[src/rtl/paint_pkg.sv]
// paint_pkg: types and constants shared by brush_painter, stamp_scan and the
// pixel store. Holds the controller state enum, the canvas/erase defaults,
// the 3-bit color codes and the signed coordinate type used for stamp math.
package paint_pkg;

  typedef enum logic [1:0] {
    ST_IDLE  = 2'd0,
    ST_PAINT = 2'd1,
    ST_CLEAR = 2'd2
  } state_t;

  // Color codes understood by the pixel store.
  localparam logic [2:0] COLOR_BLACK   = 3'b000;
  localparam logic [2:0] COLOR_BLUE    = 3'b001;
  localparam logic [2:0] COLOR_GREEN   = 3'b010;
  localparam logic [2:0] COLOR_CYAN    = 3'b011;
  localparam logic [2:0] COLOR_RED     = 3'b100;
  localparam logic [2:0] COLOR_MAGENTA = 3'b101;
  localparam logic [2:0] COLOR_YELLOW  = 3'b110;
  localparam logic [2:0] COLOR_WHITE   = 3'b111;

  localparam int         DEF_CANVAS_DIM  = 128;
  localparam logic [2:0] DEF_ERASE_COLOR = COLOR_BLACK;

  // Signed stamp coordinate: wide enough that an 8-bit center plus or minus
  // a radius of up to 3 never wraps, so clipped positions stay recognisable.
  localparam int COORD_W = 10;
  typedef logic signed [COORD_W-1:0] coord_t;

endpackage

[src/rtl/stamp_scan.sv]
// stamp_scan: row-major x/y scanner over a rectangle [start..end] on both axes.
// Ports: load copies start into the current position; advance steps x (inner
//        loop) and wraps to the next row; next_* previews the following
//        position; done flags that the current position is the last one.
module stamp_scan
  import paint_pkg::*;
(
  input  logic   clk,
  input  logic   reset,
  input  logic   load,
  input  logic   advance,
  input  coord_t start_x,
  input  coord_t start_y,
  input  coord_t end_x,
  input  coord_t end_y,
  output coord_t cur_x,
  output coord_t cur_y,
  output coord_t next_x,
  output coord_t next_y,
  output logic   done
);

  logic row_end;

  assign row_end = (cur_x == end_x);
  assign next_x  = row_end ? start_x : cur_x + coord_t'(1);
  assign next_y  = row_end ? cur_y + coord_t'(1) : cur_y;
  assign done    = row_end && (cur_y == end_y);

  always_ff @(posedge clk or posedge reset) begin
    if (reset) begin
      cur_x <= '0;
      cur_y <= '0;
    end else if (load) begin
      cur_x <= start_x;
      cur_y <= start_y;
    end else if (advance) begin
      cur_x <= next_x;
      cur_y <= next_y;
    end
  end

endmodule

[src/rtl/brush_painter.sv]
// brush_painter: accepts paint/clear commands and streams pixel-store writes,
// one position per cycle. Ports: cmd_* valid/ready command input (ready only
// in IDLE, nothing queued); brush/wx/wy/newColor registered write port;
// busy while a stamp or clear sweep is in progress.
module brush_painter
  import paint_pkg::*;
#(
  parameter int         CANVAS_DIM  = DEF_CANVAS_DIM,
  parameter logic [2:0] ERASE_COLOR = DEF_ERASE_COLOR
) (
  input  logic       clk,
  input  logic       reset,
  input  logic       cmd_valid,
  output logic       cmd_ready,
  input  logic       cmd_clear,
  input  logic [7:0] cmd_x,
  input  logic [7:0] cmd_y,
  input  logic [2:0] cmd_color,
  input  logic [1:0] cmd_radius,
  output logic       brush,
  output logic [7:0] wx,
  output logic [7:0] wy,
  output logic [2:0] newColor,
  output logic       busy
);

  localparam coord_t MAXC = coord_t'(CANVAS_DIM - 1);

  state_t     state_q, state_d;
  logic       lat_clear;
  logic [7:0] lat_x, lat_y;
  logic [2:0] lat_color;
  logic [1:0] lat_radius;

  logic       src_clear;
  logic [7:0] src_x, src_y;
  logic [2:0] src_color;
  logic [1:0] src_radius;
  coord_t     src_cx, src_cy, src_r;
  coord_t     start_x, start_y, end_x, end_y;
  coord_t     cur_x, cur_y, next_x, next_y;
  logic       scan_done, scan_load, scan_adv;

  logic       wr_en;
  logic [7:0] wr_x, wr_y;
  logic [2:0] wr_color;

  function automatic logic in_canvas(coord_t v);
    return (v >= 0) && (v <= MAXC);
  endfunction

  assign cmd_ready = (state_q == ST_IDLE);
  assign busy      = !cmd_ready;

  // Scan bounds come straight from the command port in IDLE (so the first
  // write can be registered on the accept edge) and from the latched copy
  // while the operation runs.
  always_comb begin
    src_clear  = lat_clear;
    src_x      = lat_x;
    src_y      = lat_y;
    src_color  = lat_color;
    src_radius = lat_radius;
    if (state_q == ST_IDLE) begin
      src_clear  = cmd_clear;
      src_x      = cmd_x;
      src_y      = cmd_y;
      src_color  = cmd_color;
      src_radius = cmd_radius;
    end
    src_cx = coord_t'({2'b00, src_x});
    src_cy = coord_t'({2'b00, src_y});
    src_r  = coord_t'({8'b0, src_radius});
    if (src_clear) begin
      start_x = '0;
      start_y = '0;
      end_x   = MAXC;
      end_y   = MAXC;
    end else begin
      start_x = src_cx - src_r;
      start_y = src_cy - src_r;
      end_x   = src_cx + src_r;
      end_y   = src_cy + src_r;
    end
  end

  stamp_scan u_scan (
    .clk     (clk),
    .reset   (reset),
    .load    (scan_load),
    .advance (scan_adv),
    .start_x (start_x),
    .start_y (start_y),
    .end_x   (end_x),
    .end_y   (end_y),
    .cur_x   (cur_x),
    .cur_y   (cur_y),
    .next_x  (next_x),
    .next_y  (next_y),
    .done    (scan_done)
  );

  always_ff @(posedge clk or posedge reset) begin
    if (reset) state_q <= ST_IDLE;
    else       state_q <= state_d;
  end

  // Next state plus the write that the output registers capture this edge.
  always_comb begin
    state_d   = state_q;
    scan_load = 1'b0;
    scan_adv  = 1'b0;
    wr_en     = 1'b0;
    wr_x      = start_x[7:0];
    wr_y      = start_y[7:0];
    wr_color  = src_clear ? ERASE_COLOR : src_color;
    case (state_q)
      ST_IDLE: begin
        if (cmd_valid) begin
          scan_load = 1'b1;
          state_d   = cmd_clear ? ST_CLEAR : ST_PAINT;
          wr_en     = cmd_clear || (in_canvas(start_x) && in_canvas(start_y));
        end
      end
      ST_PAINT, ST_CLEAR: begin
        if (scan_done) begin
          state_d = ST_IDLE;
        end else begin
          scan_adv = 1'b1;
          wr_x     = next_x[7:0];
          wr_y     = next_y[7:0];
          wr_en    = lat_clear || (in_canvas(next_x) && in_canvas(next_y));
        end
      end
      default: state_d = ST_IDLE;
    endcase
  end

  always_ff @(posedge clk or posedge reset) begin
    if (reset) begin
      brush      <= 1'b0;
      wx         <= '0;
      wy         <= '0;
      newColor   <= '0;
      lat_clear  <= 1'b0;
      lat_x      <= '0;
      lat_y      <= '0;
      lat_color  <= '0;
      lat_radius <= '0;
    end else begin
      brush <= wr_en;
      // Write port holds its last values on non-write cycles.
      if (wr_en) begin
        wx       <= wr_x;
        wy       <= wr_y;
        newColor <= wr_color;
      end
      if (scan_load) begin
        lat_clear  <= cmd_clear;
        lat_x      <= cmd_x;
        lat_y      <= cmd_y;
        lat_color  <= cmd_color;
        lat_radius <= cmd_radius;
      end
    end
  end

endmodule
[config.mk]
export PLATFORM = sky130hd
export DESIGN_NAME = brush_painter
export DESIGN_NICKNAME = d
export VERILOG_FILES = /design/src/rtl/paint_pkg.sv /design/src/rtl/stamp_scan.sv /design/src/rtl/brush_painter.sv
export SDC_FILE = /design/constraint.sdc
export NUM_CORES = 1
export LEC_CHECK = 0
export CORE_ASPECT_RATIO = 0.75
export CORE_MARGIN = 3
export CORE_UTILIZATION = 55
export DETAILED_ROUTE_END_ITERATION = 10
export HOLD_SLACK_MARGIN = 0.05
export PLACE_DENSITY_LB_ADDON = 0.25
export SYNTH_ARGS = -nofsm -noshare
export SYNTH_HDL_FRONTEND = slang
export SYNTH_SLANG_ARGS = --single-unit
export TNS_END_PERCENT = 30
[constraint.sdc]
create_clock -name clk -period 6.6 [get_ports clk]
set_input_delay 0.99 -clock clk [delete_from_list [all_inputs] [get_ports clk]]
set_output_delay 0.99 -clock clk [all_outputs]
set_load 0.02 [all_outputs]
# After elaboration in Yosys (flattened, before gate mapping)
# Index checks and enable logic that the tools add are counted.
# classes
n_addsub	6
n_mul	0
n_div	0
n_lt_le_gt_ge	8
n_eq_ne	6
shifts	0
muxes	31
bitwise_logic	0
reduce_logical	14
# op_table
cell	count
2-to-1 mux 10 bit	8
2-to-1 mux 8 bit	6
greater-or-equal comparator 10 x 1 -> 1 bit (second input constant)	4
less-or-equal comparator 10 x 8 -> 1 bit (second input constant)	4
adder 10 x 2 -> 10 bit (second input constant)	2
== test 10 bit	2
adder 8 x 2 -> 9 bit	2
2-to-1 mux 9 bit	2
subtractor 8 x 2 -> 9 bit	2
2-to-1 mux 2 bit	4
logical AND 1 bit	7
2-to-1 mux 1 bit	7
2-to-1 mux 3 bit	2
!= test 2 bit (second input constant)	2
one-hot mux 2 bit (2 select lines)	1
== test 2 x 1 -> 1 bit (second input constant)	1
== test 2 bit (second input constant)	1
zero test 2 bit	1
logical OR 1 bit	2
one-hot mux 1 bit (2 select lines)	1
AND reduction 2 bit	1
nonzero test 2 bit	1
OR reduction 2 bit	1
zero test 1 bit	1
# totals
regBits	64
latch_bits	0
ramBits	0
romBits	0
inputBits	25
word_cells	77
memories	0

# Logic depth before layout (Yosys ltp)
# logic_depth
ltp_word	12
mapped_depth	23
ltp_nobuf	16

# Hierarchy
# From an unflattened synthesis, not the netlist that was laid out.
# hier_totals
hier_cells	583
hier_area_um2	5293.8
# by_module_without_submodules
mod	instances	cells_per_inst	area_per_inst_um2	seq_area_each_um2
brush_painter	1	333	3388.2	1101.1
stamp_scan	1	250	1905.6	500.5

# Least setup slack after synthesis
# No wires, ideal clock.
# synth_timing
path_type	reg2reg
from	reg state_q[0]
to	reg newColor[0]
arrival_ns	5.551
t_required_ns	6.475
slack_ns	0.924
stages_incl_launch_ff	24
synth_period_minus_slack_ns	5.676
cell_sequence	dfrtp_1 > inv_1 > ha_1 > buf_6 > buf_8 > buf_6 > buf_2 > buf_1 > buf_1 > mux2_2 > ha_1 > ha_1 > or4bb_1 > o31ai_1 > a32oi_1 > nor2_1 > o2111ai_1 > or4_4 > buf_6 > o21a_1 > o32ai_1 > a211oi_2 > buf_6 > mux2_4
# synth_via
elab_chain_cells	12
# synth_rtl
element	line	text
start: declaration	brush_painter.sv:29	state_t state_q, state_d;
start signal: assignment	brush_painter.sv:105	else state_q <= state_d;
zero test 2 bit *	--	
net cmd_ready	brush_painter.sv:14	output logic cmd_ready,
2-to-1 mux 8 bit / 2-to-1 mux 2 bit (equally long branches)	brush_painter.sv:64	if (state_q == ST_IDLE) begin
adder 8 x 2 -> 9 bit	brush_painter.sv:82	end_x = src_cx + src_r;
2-to-1 mux 9 bit	brush_painter.sv:74	if (src_clear) begin
== test 10 bit	stamp_scan.sv:25	assign row_end = (cur_x == end_x);
2-to-1 mux 10 bit (on tied branches)	stamp_scan.sv:26, stamp_scan.sv:27	
greater-or-equal comparator 10 x 1 -> 1 bit / less-or-equal comparator 10 x 8 -> 1 bit (equally long branches)	brush_painter.sv:49	return (v >= 0) && (v <= MAXC);
logical AND 1 bit	brush_painter.sv:49	
logical AND 1 bit	brush_painter.sv:132	wr_en = lat_clear || (in_canvas(next_x) && in_canvas(next_y));
logical OR 1 bit	brush_painter.sv:132	
2-to-1 mux 1 bit	brush_painter.sv:126	if (scan_done) begin
one-hot mux 1 bit (2 select lines)	brush_painter.sv:117	case (state_q)
end signal: assignment	brush_painter.sv:156	newColor <= wr_color;
end: declaration	brush_painter.sv:23	output logic [2:0] newColor,
# The timed path passes the listed nets; every way through them passes the cells marked *.
# A chain may end at the register's enable or synchronous reset.

# Worst setup path in the final report
# layout_timing
from	in cmd_radius[1]
to	reg wy[2]
# layout_via
elab_chain_cells	11
# layout_rtl
element	line	text
start: declaration	brush_painter.sv:19	input logic [1:0] cmd_radius,
2-to-1 mux 2 bit *	brush_painter.sv:64	
adder 8 x 2 -> 9 bit	brush_painter.sv:82	
2-to-1 mux 9 bit	brush_painter.sv:74	
== test 10 bit	stamp_scan.sv:25	
2-to-1 mux 10 bit (on tied branches)	stamp_scan.sv:26, stamp_scan.sv:27	
greater-or-equal comparator 10 x 1 -> 1 bit / less-or-equal comparator 10 x 8 -> 1 bit (equally long branches)	brush_painter.sv:49	
logical AND 1 bit	brush_painter.sv:49	
logical AND 1 bit	brush_painter.sv:132	
logical OR 1 bit	brush_painter.sv:132	
2-to-1 mux 1 bit	brush_painter.sv:126	
one-hot mux 1 bit (2 select lines)	brush_painter.sv:117	
end signal: assignment	brush_painter.sv:155	wy <= wr_y;
end: declaration	brush_painter.sv:22	output logic [7:0] wy,
# Mark *: on every way between the ends. The rest lies on a longest branch, timed or not.

==> impl_metrics.toml <==
[clock_network]
numCtsBuffers = 9
ctsLongestPathBuffers = 2
cts_resized = 0
clock_sinks = 64
clk_pin_slew_ps = 50
cts_tree = "done"
cts_setup_buffers = 0
clk-insertion-delay-late_ps = 330
cts-hold-fix-buffers = 0
cts_root_buf = "clkbuf_16"
cts.htree.levels = 3

[critical_path]
worstPathArrival_ps = 5560
worst_path_largest_cell_delay_ps = 650
startpoint = "cmd_radius[1]"
critical_path.top_delay_family = "compound AO/OA/AOI/OAI gates"
timing.rr.start = "state_q[0]$_DFFE_PP0P_"
cp_cell_sequence = "clkdlybuf4s50_1, mux2_2, inv_1, fa_1, a211oi_1, nor3b_1, a2111o_1, a21boi_1, o2111ai_2, o21a_1, nor2_1, a211oi_4, buf_4, mux2_4"
crit_slowest_cell = "o21a_1"
critPathCaptureType = "register"
critPathMaxFanout = 20
path_buf_inv = 3
startpoint_type = "input port"
criticalPathCategory = "in2reg"
crit_required_ps = 6820

[timing]
slew_headroom = 0.420
hold_slack_ps = 471
fin_crit_ps = 5340
rsz0062_at_grt = "false"
worst_slack_ps = 1260
setup_viol = 0
post-route-period-util = 0.810
finalSetupTns_ps = 0
fmax_ghz = 0.187
hold_viol = 0
skew_ps = 4.93
drv_slew = 0
tightest_slew_ps = 846

[layout]
synthToLayoutAreaGrowth_pct = 14.3
drive_above_1_share = 0.0957
final_common_cell = "nand2_1"
fin_cells = 751
num-nets-final = 664
diodes = 0
mostFrequentLayoutCells = "103 x nand2_1, 64 x dfrtp_1, 46 x clkdlybuf4s50_1, 35 x xnor2_1, 34 x nor2_1"
num-fill-cells = 718

[logic_synthesis]
syn-num-nets = 642
syn_inst = 603
syn_area_um2 = 5120
ys_ff_latch = 64
synthArstFlopShare = 1.00
ys_warn_count = 0
synth_edf_count = 0
yosysUniqueCellTypes = 66
synth_flop_cell = "dfrtp_1"
post_synth.cell_area_avg_um2 = 8.48
ys_seq_area_frac = 0.313

[drt]
wirelength_um = 13000
drc = 0
vias = 4603
avgRoutedWirePerCell_um = 17.3
viasPerCell = 6.13
first_pass_iters = 5
drt_iter0_drc = 330
drtAntennaViolNets = 0

[place]
post-dp-hpwl_um = 9200
dp_cells = 738
dp_slack_ps = 1010
routabilityCongestion = 0.893
port-buffer-count = 46

[pwr]
total_power_uw = 3210
power_per_cell_area_nw_per_um2 = 550
ir_worst_vdd_uv = 319
leakage_uw = 0.00248

[grt]
overflow = 0
grt_usage = 0.261
grt_pass1_vias = 4417
grt_pass1_wl_um = 22000
antenna_found_initial = 0
grt_max_degree = 65

[hold_path]
worstHoldPathType = "reg2reg"
hp-start = "lat_y[1]$_DFFE_PP0P_"

[die]
ios = 47
die_h_um = 89.5
die_x_um = 117
core_area_um2 = 8740
fp.dieArea_um2 = 10500
num_rows = 29
start_util = 0.585

[run]
maxCapViolCount = 0

[outcome]
status = "finished clean"
[layout make-up]
| type | instances | area [um^2] | area share |
|---|---|---|---|
| Clock buffer | 12 | 256 | 0.0439 |
| Clock inverter | 1 | 5.00 | 0.000856 |
| Inverter | 19 | 71.3 | 0.0122 |
| Multi-Input combinational cell | 477 | 3240 | 0.554 |
| Sequential cell | 64 | 1600 | 0.274 |
| Tap cell | 124 | 155 | 0.0265 |
| Timing Repair Buffer | 54 | 520 | 0.0890 |
[sequential cells by signal, indices dropped and copies added, names as in the netlist]
name	count
state_q	2
lat_radius	2
newColor	3
wx	8
lat_y	8
wy	8
u_scan.cur_x	10
lat_x	8
brush	1
lat_color	3
lat_clear	1
u_scan.cur_y	10
[synth_stat cells, types with 3 or more instances]
cell | n | area (um^2)
buf_6 | 5 | 56.3
nand2b_1 | 4 | 25.0
xor2_1 | 13 | 114
xnor2_1 | 35 | 307
and3_1 | 10 | 62.6
o22ai_1 | 10 | 62.6
a22oi_1 | 9 | 67.6
dfrtp_1 | 64 | 1600
o21a_1 | 8 | 60.1
a211oi_1 | 3 | 22.5
nand4b_1 | 3 | 26.3
mux2_4 | 19 | 285
nand3_1 | 20 | 100
or4_1 | 3 | 22.5
o31ai_1 | 7 | 52.6
buf_1 | 6 | 22.5
or3_1 | 5 | 31.3
nor4_1 | 8 | 50.1
mux2_2 | 9 | 101
nor3b_1 | 5 | 37.5
clkbuf_1 | 26 | 97.6
nor3_1 | 22 | 110
a32oi_1 | 3 | 26.3
ha_1 | 12 | 150
inv_1 | 19 | 71.3
a21oi_1 | 29 | 145
mux2i_1 | 22 | 220
and2_1 | 6 | 37.5
nor2_1 | 34 | 128
nor2b_1 | 4 | 25.0
o21ai_0 | 26 | 130
nand2_1 | 103 | 387
nand4_1 | 7 | 43.8
buf_2 | 4 | 20.0
[metrics by stage]
step	utilization	area, um^2
floorplan	-	5120
global placement	0.639	5590
detailed placement	0.639	5590
CTS	0.669	5850
global route	0.669	5850
finish	0.669	5850
[worst paths after layout]
| path | to | slack, ps | cells past startpoint |
|---|---|---|---|
| worst min-delay path | lat_y[1]$_DFFE_PP0P_ | 470 | 2 |
| max in group asynchronous | lat_x[5]$_DFFE_PP0P_ | 4830 | 3 |
| min in group asynchronous | wy[1]$_DFFE_PP0P_ | 1230 | 3 |
| worst max register to register | wy[2]$_DFFE_PP0P_ | 1280 | 16 |
| worst min register to register | lat_y[1]$_DFFE_PP0P_ | 470 | 2 |
| worst max-delay path | wy[2]$_DFFE_PP0P_ | 1260 | 14 |
[cells by family (layout without fill, tap and decap cells)]
family,Yosys count,in the layout,synth area share
AO/OA/AOI/OAI,116,116,0.152
XOR/XNOR,48,48,0.0822
adder cells (fa/ha/maj),16,16,0.0411
buffers and inverters,62,86,0.0562
flip-flops,64,64,0.313
multiplexers,52,52,0.124
AND/OR/NAND/NOR,245,245,0.231
[worst register-to-register path, delay by kind of cell, from the launching register on]
family	cells	cell delay, ps
buffers and inverters	3	870
adders and majority gates	2	840
AOI/OAI and AO/OA	5	1450
xor gates and xnor gates	1	210
DFF	1	400
muxes	1	360
and+or+nand+nor	4	1080
[routing by layer]
metal | vias up | global-route usage | share of wire
met2 | 200 | 0.456 | 0.48
met3 | 22 | 0.0455 | 0.065
li1 | 2174 | - | -
met5 | - | 0 | 0
met4 | 0 | 0.0863 | 0.017
met1 | 2207 | 0.335 | 0.44
[power breakdown]
| part | internal (uW) | switching [uW] |
|---|---|---|
| registers | 578 | 215 |
| logic | 899 | 1090 |
| clock network | 267 | 166 |
No activity file was read; power rests on OpenSTA's default activity.
